## config.mk

```make
export PLATFORM = sky130hd
export DESIGN_NAME = vmmu_write_port
export DESIGN_NICKNAME = d
export VERILOG_FILES = /design/src/rtl/vmmu_write_port.sv
export SDC_FILE = /design/constraint.sdc
export NUM_CORES = 1
export LEC_CHECK = 0
export BUFFER_PORTS_ARGS = -buffer_cell sky130_fd_sc_hd__buf_4
export CORE_ASPECT_RATIO = 1.4
export CORE_MARGIN = 1.5
export CORE_UTILIZATION = 59
export DETAILED_ROUTE_END_ITERATION = 12
export PLACE_DENSITY = 0.76
export SKIP_LAST_GASP = 1
export SLEW_MARGIN = 20
export SYNTH_ARGS = -nofsm -noshare
export SYNTH_HDL_FRONTEND = slang
export SYNTH_SLANG_ARGS = --single-unit
```

## constraint.sdc

```tcl
create_clock -name MemClk -period 5 [get_ports MemClk]
set_input_delay 1 -clock MemClk [delete_from_list [all_inputs] [get_ports MemClk]]
set_output_delay 1 -clock MemClk [all_outputs]
set_load 0.03 [all_outputs]
```

## src/rtl/vmmu_write_port.sv

```systemverilog
// Write-side client of the video memory arbiter: buffers host pixel writes in a
// FIFO or generates a linear fill run, presenting one entry per arbiter grant.
module vmmu_write_port #(
  parameter int AWIDTH = 19,
  parameter int DWIDTH = 8,
  parameter int FDEPTH = 8,
  parameter int CWIDTH = 19
) (
  input  logic                      MemClk,
  input  logic                      Reset,
  input  logic [AWIDTH-1:0]         HostAddr,
  input  logic [DWIDTH-1:0]         HostData,
  input  logic                      HostWrite,
  output logic                      HostFull,
  output logic                      Overflow,
  output logic [$clog2(FDEPTH):0]   Level,
  input  logic                      FillStart,
  input  logic [AWIDTH-1:0]         FillAddr,
  input  logic [CWIDTH-1:0]         FillCount,
  input  logic [DWIDTH-1:0]         FillData,
  output logic                      FillBusy,
  output logic [AWIDTH-1:0]         ReqAddr,
  output logic [DWIDTH-1:0]         ReqWriteData,
  output logic                      WriteDataTrig,
  input  logic                      WriteDataRdy
);

  localparam int PW = $clog2(FDEPTH);

  typedef enum logic [1:0] {IDLE, ISSUE, HOLD1, HOLD2} state_t;
  state_t state;

  logic [AWIDTH+DWIDTH-1:0] mem [FDEPTH];
  logic [PW-1:0]            wp, rp;
  logic [AWIDTH-1:0]        fill_addr;
  logic [CWIDTH-1:0]        fill_cnt;
  logic [DWIDTH-1:0]        fill_val;
  logic                     cur_fill;

  logic        empty, pop, push, fill_go;
  logic [PW:0] level_next;

  assign empty   = (Level == '0);
  assign pop     = (state == IDLE) && !FillBusy && !empty;
  // a pop on the same edge frees a slot, so a push into a full FIFO still lands
  assign push    = HostWrite && (!HostFull || pop);
  assign fill_go = FillStart && (state == IDLE) && empty && !FillBusy && (FillCount != '0);

  always_comb begin
    level_next = Level;
    if (push && !pop)
      level_next = Level + 1'b1;
    else if (pop && !push)
      level_next = Level - 1'b1;
  end

  always_ff @(posedge MemClk) begin
    if (push)
      mem[wp] <= {HostAddr, HostData};
  end

  always_ff @(posedge MemClk or posedge Reset) begin
    if (Reset) begin
      state         <= IDLE;
      wp            <= '0;
      rp            <= '0;
      Level         <= '0;
      HostFull      <= 1'b0;
      Overflow      <= 1'b0;
      FillBusy      <= 1'b0;
      fill_addr     <= '0;
      fill_cnt      <= '0;
      fill_val      <= '0;
      cur_fill      <= 1'b0;
      ReqAddr       <= '0;
      ReqWriteData  <= '0;
      WriteDataTrig <= 1'b0;
    end else begin
      if (push)
        wp <= wp + 1'b1;
      if (pop)
        rp <= rp + 1'b1;
      Level    <= level_next;
      HostFull <= (level_next == (PW+1)'(FDEPTH));
      if (HostWrite && !push)
        Overflow <= 1'b1;

      case (state)
        IDLE: begin
          if (FillBusy) begin
            ReqAddr       <= fill_addr;
            ReqWriteData  <= fill_val;
            cur_fill      <= 1'b1;
            WriteDataTrig <= 1'b1;
            state         <= ISSUE;
          end else if (!empty) begin
            {ReqAddr, ReqWriteData} <= mem[rp];
            cur_fill      <= 1'b0;
            WriteDataTrig <= 1'b1;
            state         <= ISSUE;
          end else if (fill_go) begin
            fill_addr <= FillAddr;
            fill_cnt  <= FillCount;
            fill_val  <= FillData;
            FillBusy  <= 1'b1;
          end
        end
        ISSUE: begin
          if (WriteDataRdy) begin
            WriteDataTrig <= 1'b0;
            state         <= HOLD1;
            if (cur_fill) begin
              fill_addr <= fill_addr + 1'b1;
              fill_cnt  <= fill_cnt - 1'b1;
              if (fill_cnt == CWIDTH'(1))
                FillBusy <= 1'b0;
            end
          end
        end
        HOLD1:   state <= HOLD2;
        HOLD2:   state <= IDLE;
        default: state <= IDLE;
      endcase
    end
  end

endmodule

```

-- After elaboration in Yosys (flattened, before gate mapping)
Memory sizes are Yosys's and may differ from the RTL's.
Index checks and enable logic that the tools add are counted.
- add/sub/neg operators: 6
- equality and inequality tests: 13
- muxes and demuxes: 37
- bitwise operators: 1
- reduce and logical (&&, ||, !) cells: 26
- operator list (kind ; number):
    $mux 19 ; 12
    $pmux 19 s2 ; 2
    $add 19x1->19 const B ; 1
    $eq 19x1->1 const B ; 1
    $reduce_bool 19->1 ; 1
    $sub 19x1->19 const B ; 1
    $mux 8 ; 2
    $ne 2x2->1 const B ; 7
    $mux 1 ; 13
    $logic_and 1x1->1 ; 10
    $mux 4 ; 2
    $pmux 2 s4 ; 1
    $reduce_and 4->1 ; 2
    $add 3x1->3 const B ; 2
    $mux 2 ; 3
    $reduce_and 6->1 ; 1
    $logic_not 1->1 ; 5
    $add 4x1->4 const B ; 1
    $eq 2x2->1 const B ; 2
    $eq 4x4->1 const B ; 1
    $logic_not 4->1 ; 1
    $pmux 1 s2 ; 2
    $reduce_and 2->1 ; 2
    $sub 4x1->4 const B ; 1
    7 further kinds ; 7
- bits in registers: 90
- memory bits (writable): 216
- input port bits: 78
- output and inout bits: 35
- word-level logic and storage cells: 98
- memories: 1
- memories (memory ; depth ; width ; read ports ; clocked after Yosys merged registers in ; write ports ; RTL line ; RTL):
    mem ; 8 ; 27 ; 1 ; 0 ; 1 ; 33 ; logic [AWIDTH+DWIDTH-1:0] mem [FDEPTH];

-- Depth between registers and ports, before layout
Gate-level depths: netlist (run 1).
- depth in word-level cells: 10
- mapped depth: 9
- gate-level depth less buffers: 7

-- Least setup slack after synthesis (run 1)
Ideal clock, no wire load.
- path type: input port to flip-flop
- from: input HostWrite
- to: memory mem[0][0] in the netlist's numbering (enable)
- library setup time: 445 ps
- data arrival time: 3656 ps
- required time: 4555 ps
- slack: 900 ps
- cell stages on the path: 4
- path buffers: 1
- path through: clkbuf_1 > a21boi_0 > nand2b_1 > nor3_1
- cells in the longest elaborated chain, start to end: 3
- RTL lines (what ; RTL line ; RTL):
    start, declared ; 13 ; input logic HostWrite,
    $logic_and 1x1->1 ; 46 ; assign push = HostWrite && (!HostFull || pop);
    $mux 1 ; 58 ; if (push)
    $mux 1 (not written as such) ; 59 ; mem[wp] <= {HostAddr, HostData};
    end, declared ; 33 ;
Every way passes these cells.

-- Worst setup path after layout (run 1)
- from: register state[1]
- to: register fill_cnt[1]
- cells in the longest elaborated chain, start to end: 7
- elaborated cells between the ends (all ways): 14
- those cells by class: eq/ne: 6; mux: 1; reduce/logical: 7
- RTL lines (what ; RTL line ; RTL):
    start, declared ; 31 ; state_t state;
    start signal, assigned ; 64 ; state <= IDLE;
    start signal, assigned ; 95 ; state <= ISSUE;
    start signal, assigned ; 100 ; state <= ISSUE;
    $logic_not 2->1 ; 47, 88 ;
    $logic_and 1x1->1 (4 in a row) ; 47 ; assign fill_go = FillStart && (state == IDLE) && empty && !FillBusy && (FillCount != '0);
    $ne 2x2->1 (no source line) ; - ;
    $reduce_and 6->1 (no source line) ; - ;
    end signal, assigned ; 103 ; fill_cnt <= FillCount;
    end signal, assigned ; 114 ; fill_cnt <= fill_cnt - 1'b1;
    end, declared ; 36 ; logic [CWIDTH-1:0] fill_cnt;
Several ways; a longest one is shown, not always the timed one.
A chain may end at the register's enable or synchronous reset.

==> reports/metrics.csv, run 1 <==
metric,value,unit
vias in the first global route,8246,
Clock Skews,0.02415,ns
Die X,128.6,um
critical path peak fanout,85,
H-tree levels,1,
status,"finished, final reports clean",
worst stage delay on the critical path,0.71,ns
largest net degree at the start of global routing,86,
most frequent cell after synthesis,edfxtp_1,
GRT met2 Usage,45.81,%
Mapped Nets,987,
drt drc,0,
Final Net Count,1092,
Setup TNS Final,0,ns
DP HPWL,18.35,mm
Critical Path AT,3.72,ns
Post-synth EDFFs,216,
DR WL/cell,22.36,um
grt peak-use layer,met2,
"Avg Cell Area, Syn",14.52,um2
row cnt,64,
critical path cell sequence,inv_1 > ha_2 > buf_4 > and3_1 > a21oi_1 > or3_1 > nor2_1 > buf_4 > o21ai_0,
Antenna Violating Nets Remaining,0,
WS Path Type,reg -> reg,
GRT met1 Usage,34.42,%
asr flop ratio synth,29.41,%
Synth cell types,57,
Area contributors post-synth,"edfxtp_1 (50%), dfrtp_1 (17%), mux4_2 (9.3%), mux2i_1 (2.2%), o21ai_0 (2.1%)",
DRT Pass-1 Iters,5,
die area,23010,um2
Tmin final,3.302,ns
Syn Inst Count,898,
period utilisation layout,66.04,%
met3 Use GR,3.432,%
YS warnings,0,
first-pass GRT wire length,45.93,mm
Post-CTS Hold Fix Bufs,0,
critical-path cell with the highest stage delay,or3_1,
prevailing post-synth register cell,edfxtp_1,
TritonCTS Buffers,29,
Fin. Hold Viols,0,
ANT cells,0,
Worst setup SP type,flip-flop,
Slew Limit Fails,0,
gr usage total,26.51,%
Worst-Margin Slew,1.144,ns
Initial Util,59.86,%
Max Cap Viol,0,
worst vdd ir,410.3,uV
clock slew at reported path FFs,0.06,ns
CTS max path bufs,3,
via count,8216,
initial antenna violation count,0,
die height,178.9,um
synthesized area,13040,um2
register bit count reported by yosys,306,
Resize count post-CTS,0,
Clock Latency Late Sink,0.55,ns
post-layout util,69.53,%
Initial DRC Count,744,
Power per Cell Area,603.7,nW/um2
routability cong.,0.8419,
CP required,5.42,ns
post-synthesis sequential area ratio,67.02,%
PortBufs,112,
Post-CTS Setup Bufs,0,
area share of the largest cell type after synthesis,49.75,%
"area leader, netlist",edfxtp_1,
Pleak,0.005499,uW
root buf cell,clkbuf_16,
# IOs,113,
Area Overhead vs Synth,16.14,%
GRT Residual Overflow,0,
most frequent cells after synthesis,"edfxtp_1 (216), dfrtp_1 (90), nand2_1 (68)",
RSZ-0062 raised after global routing,no,
share of cells above drive strength 1,24.76,%
total wire length,29.59,mm
via/cell ratio,6.210,
Rel. slew slack,23.76,%
Core ar.,21780,um2
Hold Path Class,reg -> reg,
Worst setup EP type,flip-flop,
Max Clk Rate,0.3029,GHz
"most used cell, CP",buf_4,
# clock sinks,306,
# setup viols final,0,
CTS tree,yes,
## final cells by class
| type | count | area, um2 |
|---|---|---|
| Multi-Input combinational cell | 514 | 4039 |
| Fill cell | 1510 | 6638 |
| Inverter | 20 | 76.32 |
| Tap cell | 297 | 371.6 |
| Clock inverter | 16 | 161.4 |
| Timing Repair Buffer | 132 | 991.0 |
| Clock buffer | 38 | 759.5 |
| Sequential cell | 306 | 8745 |
## cells in the final DEF, fill, tap and decap left out, types with 3 or more instances in the layout
cell type,synthesis,final
edfxtp_1,216,216
buf_4,0,132
dfrtp_1,90,87
nand2_1,68,68
o21ai_0,56,56
mux4_2,54,54
a21oi_1,52,52
nor2_1,51,45
mux2i_1,29,29
clkbuf_16,0,29
inv_1,20,19
a31oi_1,18,18
nor3_1,20,17
nand3_1,17,17
o31ai_1,11,11
nor4_1,10,10
ha_1,11,10
clkbuf_1,45,9
nand2b_1,8,8
or4_1,8,8
mux2_2,8,8
or3_1,8,8
a2bb2oi_1,8,8
o22ai_1,7,7
nand4_1,6,6
a211oi_1,6,6
nor2_2,0,6
nor2b_1,5,5
clkinv_2,0,5
clkinv_1,0,5
and3_1,4,4
xnor2_1,4,4
a221oi_1,4,4
nor3_2,0,3
o211a_1,3,3
bufinv_16,0,3
## worst max-delay path, delay by kind of cell (launching register included)
family	cells	cell delay [ns]
buffers and inverters	3	1.04
adder cells (fa/ha/maj)	1	0.19
AO/OA/AOI/OAI	2	0.18
flip-flops	1	0.38
AND/OR/NAND/NOR	3	1.35
## per-layer routing
layer  vias to the layer above  wire length [um]  part of all wire (%)
li1                       3699                 -                     -
met1                      4119             11570                    39
met2                       333             15180                    51
met3                        65              1919                   6.5
met4                         0               915                   3.1
met5                         -                 0                     0
## worst paths after layout
path	depth (start not counted)	slack [ns]	startpoint	to
max reg2reg	9	1.70	state[1]	fill_cnt[1]
min	2	0.48	ReqAddr[14]	ReqAddr[14]
min in group asynchronous	2	0.60	Reset	state[0]
min reg2reg	2	0.48	ReqAddr[14]	ReqAddr[14]
max	9	1.70	state[1]	fill_cnt[1]
max in group asynchronous	3	3.35	Reset	fill_val[4]
## through the flow
step	instance area [um2]	hold WS (ns)	total power (uW)	setup WS, ns	instances
after floorplan	13040	0.4601	6017	0.8996	898
after global routing	15140	0.5075	9630	1.440	1323
after CTS	15140	0.4893	9195	1.728	1323
after detailed placement	14220	0.4754	7040	1.746	1269
final	15140	0.4814	9142	1.698	1323
after global placement	14220	0.4639	6931	1.829	1269
## kinds of logic after synthesis
family,Yosys count,share of synthesized area [%]
flip-flops,306,67.02
AND/OR/NAND/NOR,216,7.907
AO/OA/AOI/OAI,190,9.059
multiplexers,91,12.24
buffers and inverters,78,2.313
adder cells (fa/ha/maj),11,1.056
XOR/XNOR,6,0.4030
## power breakdown
group	internal (uW)	switching [uW]	leakage, uW
Clock	1230	921	0.000443
Sequential	3370	587	0.00304
Combinational	1310	1730	0.00202
## registers in the layout (all words and copies together), names as in the netlist, 3 cells and up
name and cells:
wp 3, mem 216, Level 4, fill_val 8, fill_cnt 19, rp 3
ReqWriteData 8, ReqAddr 19, fill_addr 19
(Power assumes the default switching activity.)
==> run 2: changes to the inputs <==
--- a/config.mk
+++ b/config.mk
@@ -8,9 +8,9 @@
 export BUFFER_PORTS_ARGS = -buffer_cell sky130_fd_sc_hd__buf_4
 export CORE_ASPECT_RATIO = 1.4
 export CORE_MARGIN = 1.5
-export CORE_UTILIZATION = 59
+export CORE_UTILIZATION = 54
 export DETAILED_ROUTE_END_ITERATION = 12
-export PLACE_DENSITY = 0.76
+export PLACE_DENSITY = 0.73
 export SKIP_LAST_GASP = 1
 export SLEW_MARGIN = 20
 export SYNTH_ARGS = -nofsm -noshare
==> constraint.sdc (replaced) <==
create_clock -name MemClk -period 2.7 [get_ports MemClk]
set_input_delay 0.54 -clock MemClk [delete_from_list [all_inputs] [get_ports MemClk]]
set_output_delay 0.54 -clock MemClk [all_outputs]
set_load 0.03 [all_outputs]
==> reports/metrics.csv, run 2 (synthesis gave the netlist of run 1 again) <==
metric,value,unit,change
die height,186.9,um,+4.5%
PortBufs,112,,unchanged
Max Cap Viol,0,,unchanged
row cnt,67,,+4.7%
r2r setup slk,0.16,ns,-1.54 ns
highest routed layer,met4,,
CTS max path bufs,3,,unchanged
drt drc,0,,unchanged
Initial Util,54.77,%,-5.1 points
initial antenna violation count,0,,unchanged
Met1 Wirelength,11.35,mm,-1.9%
TritonCTS Buffers,28,,-3.4%
Final Net Count,1113,,+1.9%
largest net degree at the start of global routing,83,,-3.5%
via/cell ratio,6.041,,-2.7%
ANT cells,0,,unchanged
Worst-Margin Slew,0.8922,ns,-0.2514 ns
Hold Path Class,in -> async,,
clock slew at reported path FFs,0.07,ns,about the same
Area Overhead vs Synth,19.72,%,
period utilisation layout,94.15,%,+28 points
GRT Residual Overflow,0,,unchanged
Critical Path AT,2.76,ns,-0.96 ns
DR WL/cell,21.40,um,-4.3%
highest-count cells in the layout ignoring fill and taps,"edfxtp_1 (216), buf_4 (139), dfrtp_1 (87)",,
Total Power,17470,uW,+91%
routability cong.,0.9087,,+7.9%
total length of routed met3 wires,1.992,mm,+3.8%
# setup viols final,0,,unchanged
first-pass GRT wire length,45.09,mm,-1.8%
Initial DRC Count,733,,-1.5%
H-tree levels,1,,unchanged
vias in the first global route,8162,,-1.0%
via count,8192,,-0.29%
DP Cell Count,1304,,+2.8%
FF-to-FF path depth,9,,unchanged
Slew Limit Fails,0,,unchanged
Biggest register,mem,,
Worst setup EP type,flip-flop,,
Rel. slew slack,40.16,%,+16 points
Max Clk Rate,0.3934,GHz,+30%
reg2reg start,state[1],,
Clock Skews,0.01031,ns,-0.01384 ns
Final Instance Area,15610,um2,+3.1%
max FFs per register,216,,unchanged
critical path peak fanout,12,,-86%
total wire length,29.02,mm,-1.9%
gr usage total,23.23,%,-3.3 points
Worst setup SP type,flip-flop,,
Pleak,0.005689,uW,+3.5%
# clock sinks,306,,unchanged
Fin. Hold Viols,0,,unchanged
DP HPWL,18.93,mm,+3.2%
RSZ-0062 raised after global routing,yes,,
Finished Layout Cells,1356,,+2.5%
Placed Area,14610,um2,+2.7%
WS Path Type,reg -> reg,,
Tmin final,2.542,ns,-0.7597 ns
DRT Pass-1 Iters,5,,unchanged
root buf cell,clkbuf_16,,
share of cells above drive strength 1,27.44,%,+2.7 points
Power per Cell Area,1119,nW/um2,+85%
CP required,2.92,ns,-2.50 ns
Antenna Violating Nets Remaining,0,,unchanged
die area,25100,um2,+9.1%
# IOs,113,,unchanged
"most common cell after layout, fill and taps aside",edfxtp_1,,
status,"finished, final reports clean",,
worst vdd ir,958.4,uV,+130%
Clock Latency Late Sink,0.53,ns,-0.02 ns
FF-to-FF End,mem[2][22],,
Core ar.,23810,um2,+9.3%
Die X,134.3,um,+4.4%
CTS tree,yes,,
met2 WL,14.86,mm,-2.1%
[run 2: changes by cell type in the layout (fill, tap and decap cells not counted), sizes merged]
cell      before  now
buf          132  154
bufinv         3    5
clkbuf        38   31
inv           21   20
clkinvlp       2    6
[run 2: per-stage QoR]
| stage | hold slack (ns) | TNS (ns) | util [%] | setup slack [ns] |
|---|---|---|---|---|
| after global routing | 0.01963 | -0.1067 | 65.57 | -0.01582 |
| after global placement | 0.4620 | 0 | 61.35 | 0.04861 |
| after detailed placement | 0.4649 | 0 | 61.35 | 0.02829 |
| after floorplan | 0.4601 | -55.94 | - | -0.2904 |
| final | 0.002512 | 0 | 65.57 | 0.1579 |
| after CTS | 0.001138 | 0 | 65.54 | 0.06178 |
[run 2: final cells by class]
cell class / instances / area (um2)
clock buffer: 31 / 733.2
clock inverter: 21 / 260.3
fill: 1700 / 8198
inverter: 20 / 78.83
multi-input combinational: 514 / 4061
sequential: 306 / 8745
tap: 310 / 387.9
timing repair buffer: 154 / 1344
[run 2: worst max path at each step]
stage / from / cells after the start / to
3_3_place_gp: state[0] / 9 / mem[6][12]
6_report: state[1] / 9 / mem[2][22]
3_5_place_dp: state[1] / 9 / mem[2][22]
2_1_floorplan: Level[0] / 7 / mem[4][0]
5_1_grt: state[1] / 9 / mem[2][22]
4_1_cts: state[1] / 9 / mem[6][24]
[run 2: layer usage]
metal  global-route usage, %  vias up
met5                       0        -
met4                   7.196        0
met3                   3.577       57
met2                   40.55      316
met1                   29.97     4082
li1                        -     3737
[run 2: what timing repair did]
item                                    CTS  global route
buffers inserted                          0             0
endpoints found under the setup margin   29           228
hold endpoints to repair                  0             0
gates resized for setup                   1             3
hold buffers                              0             0
gates cloned                              0             0
pin swaps                                 0             0
[run 2: worst max-delay path, cell delays in order (launching register included)]
cell      delay [ns]
dfrtp_1         0.39
inv_1           0.13
ha_2            0.29
nor2b_1         0.23
nand2_1         0.10
a21boi_1        0.22
buf_4           0.17
nand2b_1        0.20
nor2_2          0.23
buf_4           0.26
[run 2: power breakdown]
part	internal [uW]	total (uW)	switching, uW
combinational	2720	6310	3590
sequential	6230	6990	758
clock	2460	4180	1720
total	11400	17500	6060
==> run 3: changes to the inputs <==
--- a/config.mk
+++ b/config.mk
@@ -10,7 +10,7 @@
 export CORE_MARGIN = 1.5
 export CORE_UTILIZATION = 54
 export DETAILED_ROUTE_END_ITERATION = 12
-export PLACE_DENSITY = 0.73
+export PLACE_DENSITY = 0.84
 export SKIP_LAST_GASP = 1
 export SLEW_MARGIN = 20
 export SYNTH_ARGS = -nofsm -noshare
==> constraint.sdc (replaced) <==
create_clock -name MemClk -period 2.7 [get_ports MemClk]
set_input_delay 0.81 -clock MemClk [delete_from_list [all_inputs] [get_ports MemClk]]
set_output_delay 0.81 -clock MemClk [all_outputs]
set_load 0.03 [all_outputs]
==> reports/metrics.csv, run 3 (synthesis gave the netlist of run 1 again) <==
metric,value,unit,change
Resize count post-CTS,0,,-1
# IOs,113,,unchanged
Pint,10910,uW,-4.4%
DRT Pass-1 Iters,5,,unchanged
share of cells above drive strength 1,26.33,%,-1.1 points
Rel. slew slack,46.02,%,+5.9 points
CTS max path bufs,3,,unchanged
first-pass GRT wire length,47.04,mm,+4.3%
worst vdd ir,937.0,uV,-2.2%
switching pwr,6063,uW,about the same
Fin. Hold Viols,0,,unchanged
Clk pwr share,21.4,%,-2.5 points
Max Cap Viol,0,,unchanged
"most common cell after layout, fill and taps aside",edfxtp_1,,
Clock Latency Late Sink,0.54,ns,about the same
Clock Skews,0.02019,ns,+0.009878 ns
PortBufs,112,,unchanged
Worst setup SP type,flip-flop,,
Post-CTS Hold Fix Bufs,0,,unchanged
Antenna Violating Nets Remaining,0,,unchanged
status,"finished, final reports clean",,
ANT cells,0,,unchanged
highest-count cells in the layout ignoring fill and taps,"edfxtp_1 (216), buf_4 (139), dfrtp_1 (85)",,
routability cong.,0.9333,,+2.7%
Slew Limit Fails,0,,unchanged
Total Power,16970,uW,-2.9%
Core ar.,23810,um2,unchanged
critical path peak fanout,56,,+44
Max Clk Rate,0.3885,GHz,-1.2%
vias in the first global route,8468,,+3.7%
combinational fraction of design power,36.2,%,about the same
H-tree levels,1,,unchanged
gr usage total,24.30,%,+1.1 points
# setup viols final,0,,unchanged
total wire length,30.54,mm,+5.2%
Hold Path Class,in -> async,,
Biggest register,mem,,
GRT Residual Overflow,0,,unchanged
Die X,134.3,um,unchanged
RSZ-0062 raised after global routing,no,,
root buf cell,clkbuf_16,,
initial antenna violation count,1,,+1
Worst-Margin Slew,0.8097,ns,-0.08249 ns
die height,186.9,um,unchanged
Reg power frac,42.4,%,+2.4 points
r2r setup slk,0.19,ns,+0.03 ns
DR WL/cell,22.67,um,+6.0%
DP HPWL,19.23,mm,+1.6%
die area,25100,um2,unchanged
Worst setup EP type,output port,,
Critical Path AT,1.76,ns,-1.00 ns
post-layout util,64.55,%,-1.0 points
period utilisation layout,95.33,%,+1.2 points
WS Path Type,reg -> out,,
CP required,1.89,ns,-1.03 ns
DP Cell Count,1300,,-0.31%
Final Instance Area,15370,um2,-1.6%
Initial Util,54.77,%,unchanged
Area Overhead vs Synth,17.86,%,
Initial DRC Count,960,,+31%
Setup TNS Final,0,ns,unchanged
# clock sinks,306,,unchanged
Post-CTS Setup Bufs,0,,unchanged
max FFs per register,216,,unchanged
largest net degree at the start of global routing,83,,unchanged
TritonCTS Buffers,26,,-7.1%
Placed Area,14530,um2,-0.51%
CTS tree,yes,,
Pleak,0.005566,uW,-2.2%
Finished Layout Cells,1347,,-0.66%
drt drc,0,,unchanged
Tmin final,2.574,ns,+0.03188 ns
clock slew at reported path FFs,0.07,ns,about the same
via count,8366,,+2.1%
Final Net Count,1107,,-0.54%
sw frac,35.72,%,+1.0 points
row cnt,67,,unchanged
Power per Cell Area,1104,nW/um2,-1.3%
via/cell ratio,6.211,,+2.8%
==> run 3: cell types whose count changed in the layout (fill, tap and decap cells not counted), sizes merged <==
cell    delta
buf        -4
inv        -1
bufinv     -3
clkbuf     +1
clkinv     -2
==> run 3: final timing paths <==
| path | from | end | depth (start not counted) |
|---|---|---|---|
| max in group asynchronous | Reset | ReqWriteData[0] | 3 |
| hold reg to reg | ReqAddr[1] | ReqAddr[1] | 2 |
| setup reg to reg | Level[0] | mem[6][16] | 8 |
| min in group MemClk | ReqAddr[1] | ReqAddr[1] | 2 |
| setup / recovery | FillBusy | FillBusy | 2 |
| hold / removal | Reset | cur_fill | 2 |
==> run 3: routing by layer <==
layer  part of all wire (%)  GRT usage (%)  up-vias
met2                     52          41.89      417
met3                    7.4          3.902       64
met1                     38          31.10     4158
li1                       -              -     3725
met4                    3.1          8.892        2
met5                  0.056              0        -
==> run 3: metrics by stage <==
stage          setup slack [ns]  hold WS, ns
6_report                 0.1261       0.3085
5_1_grt                 0.04947       0.3194
4_1_cts                  0.1051       0.2994
3_5_place_dp            0.05684       0.4752
3_3_place_gp             0.1339       0.4555
2_1_floorplan          -0.03264       0.4601
==> run 3: cell type report <==
type,instances,area (um2)
Timing Repair Buffer,150,1264
Tap cell,310,387.9
Inverter,20,78.83
Clock inverter,15,123.9
Multi-Input combinational cell,514,4071
Clock buffer,32,694.4
Fill cell,1593,8441
Sequential cell,306,8747
==> run 3: critical path, stage by stage, from the launching register on <==
cell and delay, ns:
dfrtp_2 0.43, buf_4 0.50, buf_4 0.27
==> run 3: power groups by stage <==
stage / combinational (uW) / clock [uW] / sequential [uW]
final: 6140 / 3630 / 7200
after global routing: 6590 / 3860 / 7320
after CTS: 6120 / 3690 / 7190
after detailed placement: 6050 / 0 / 7250
after global placement: 5860 / 0 / 7180
after floorplan: 3880 / 0 / 7300
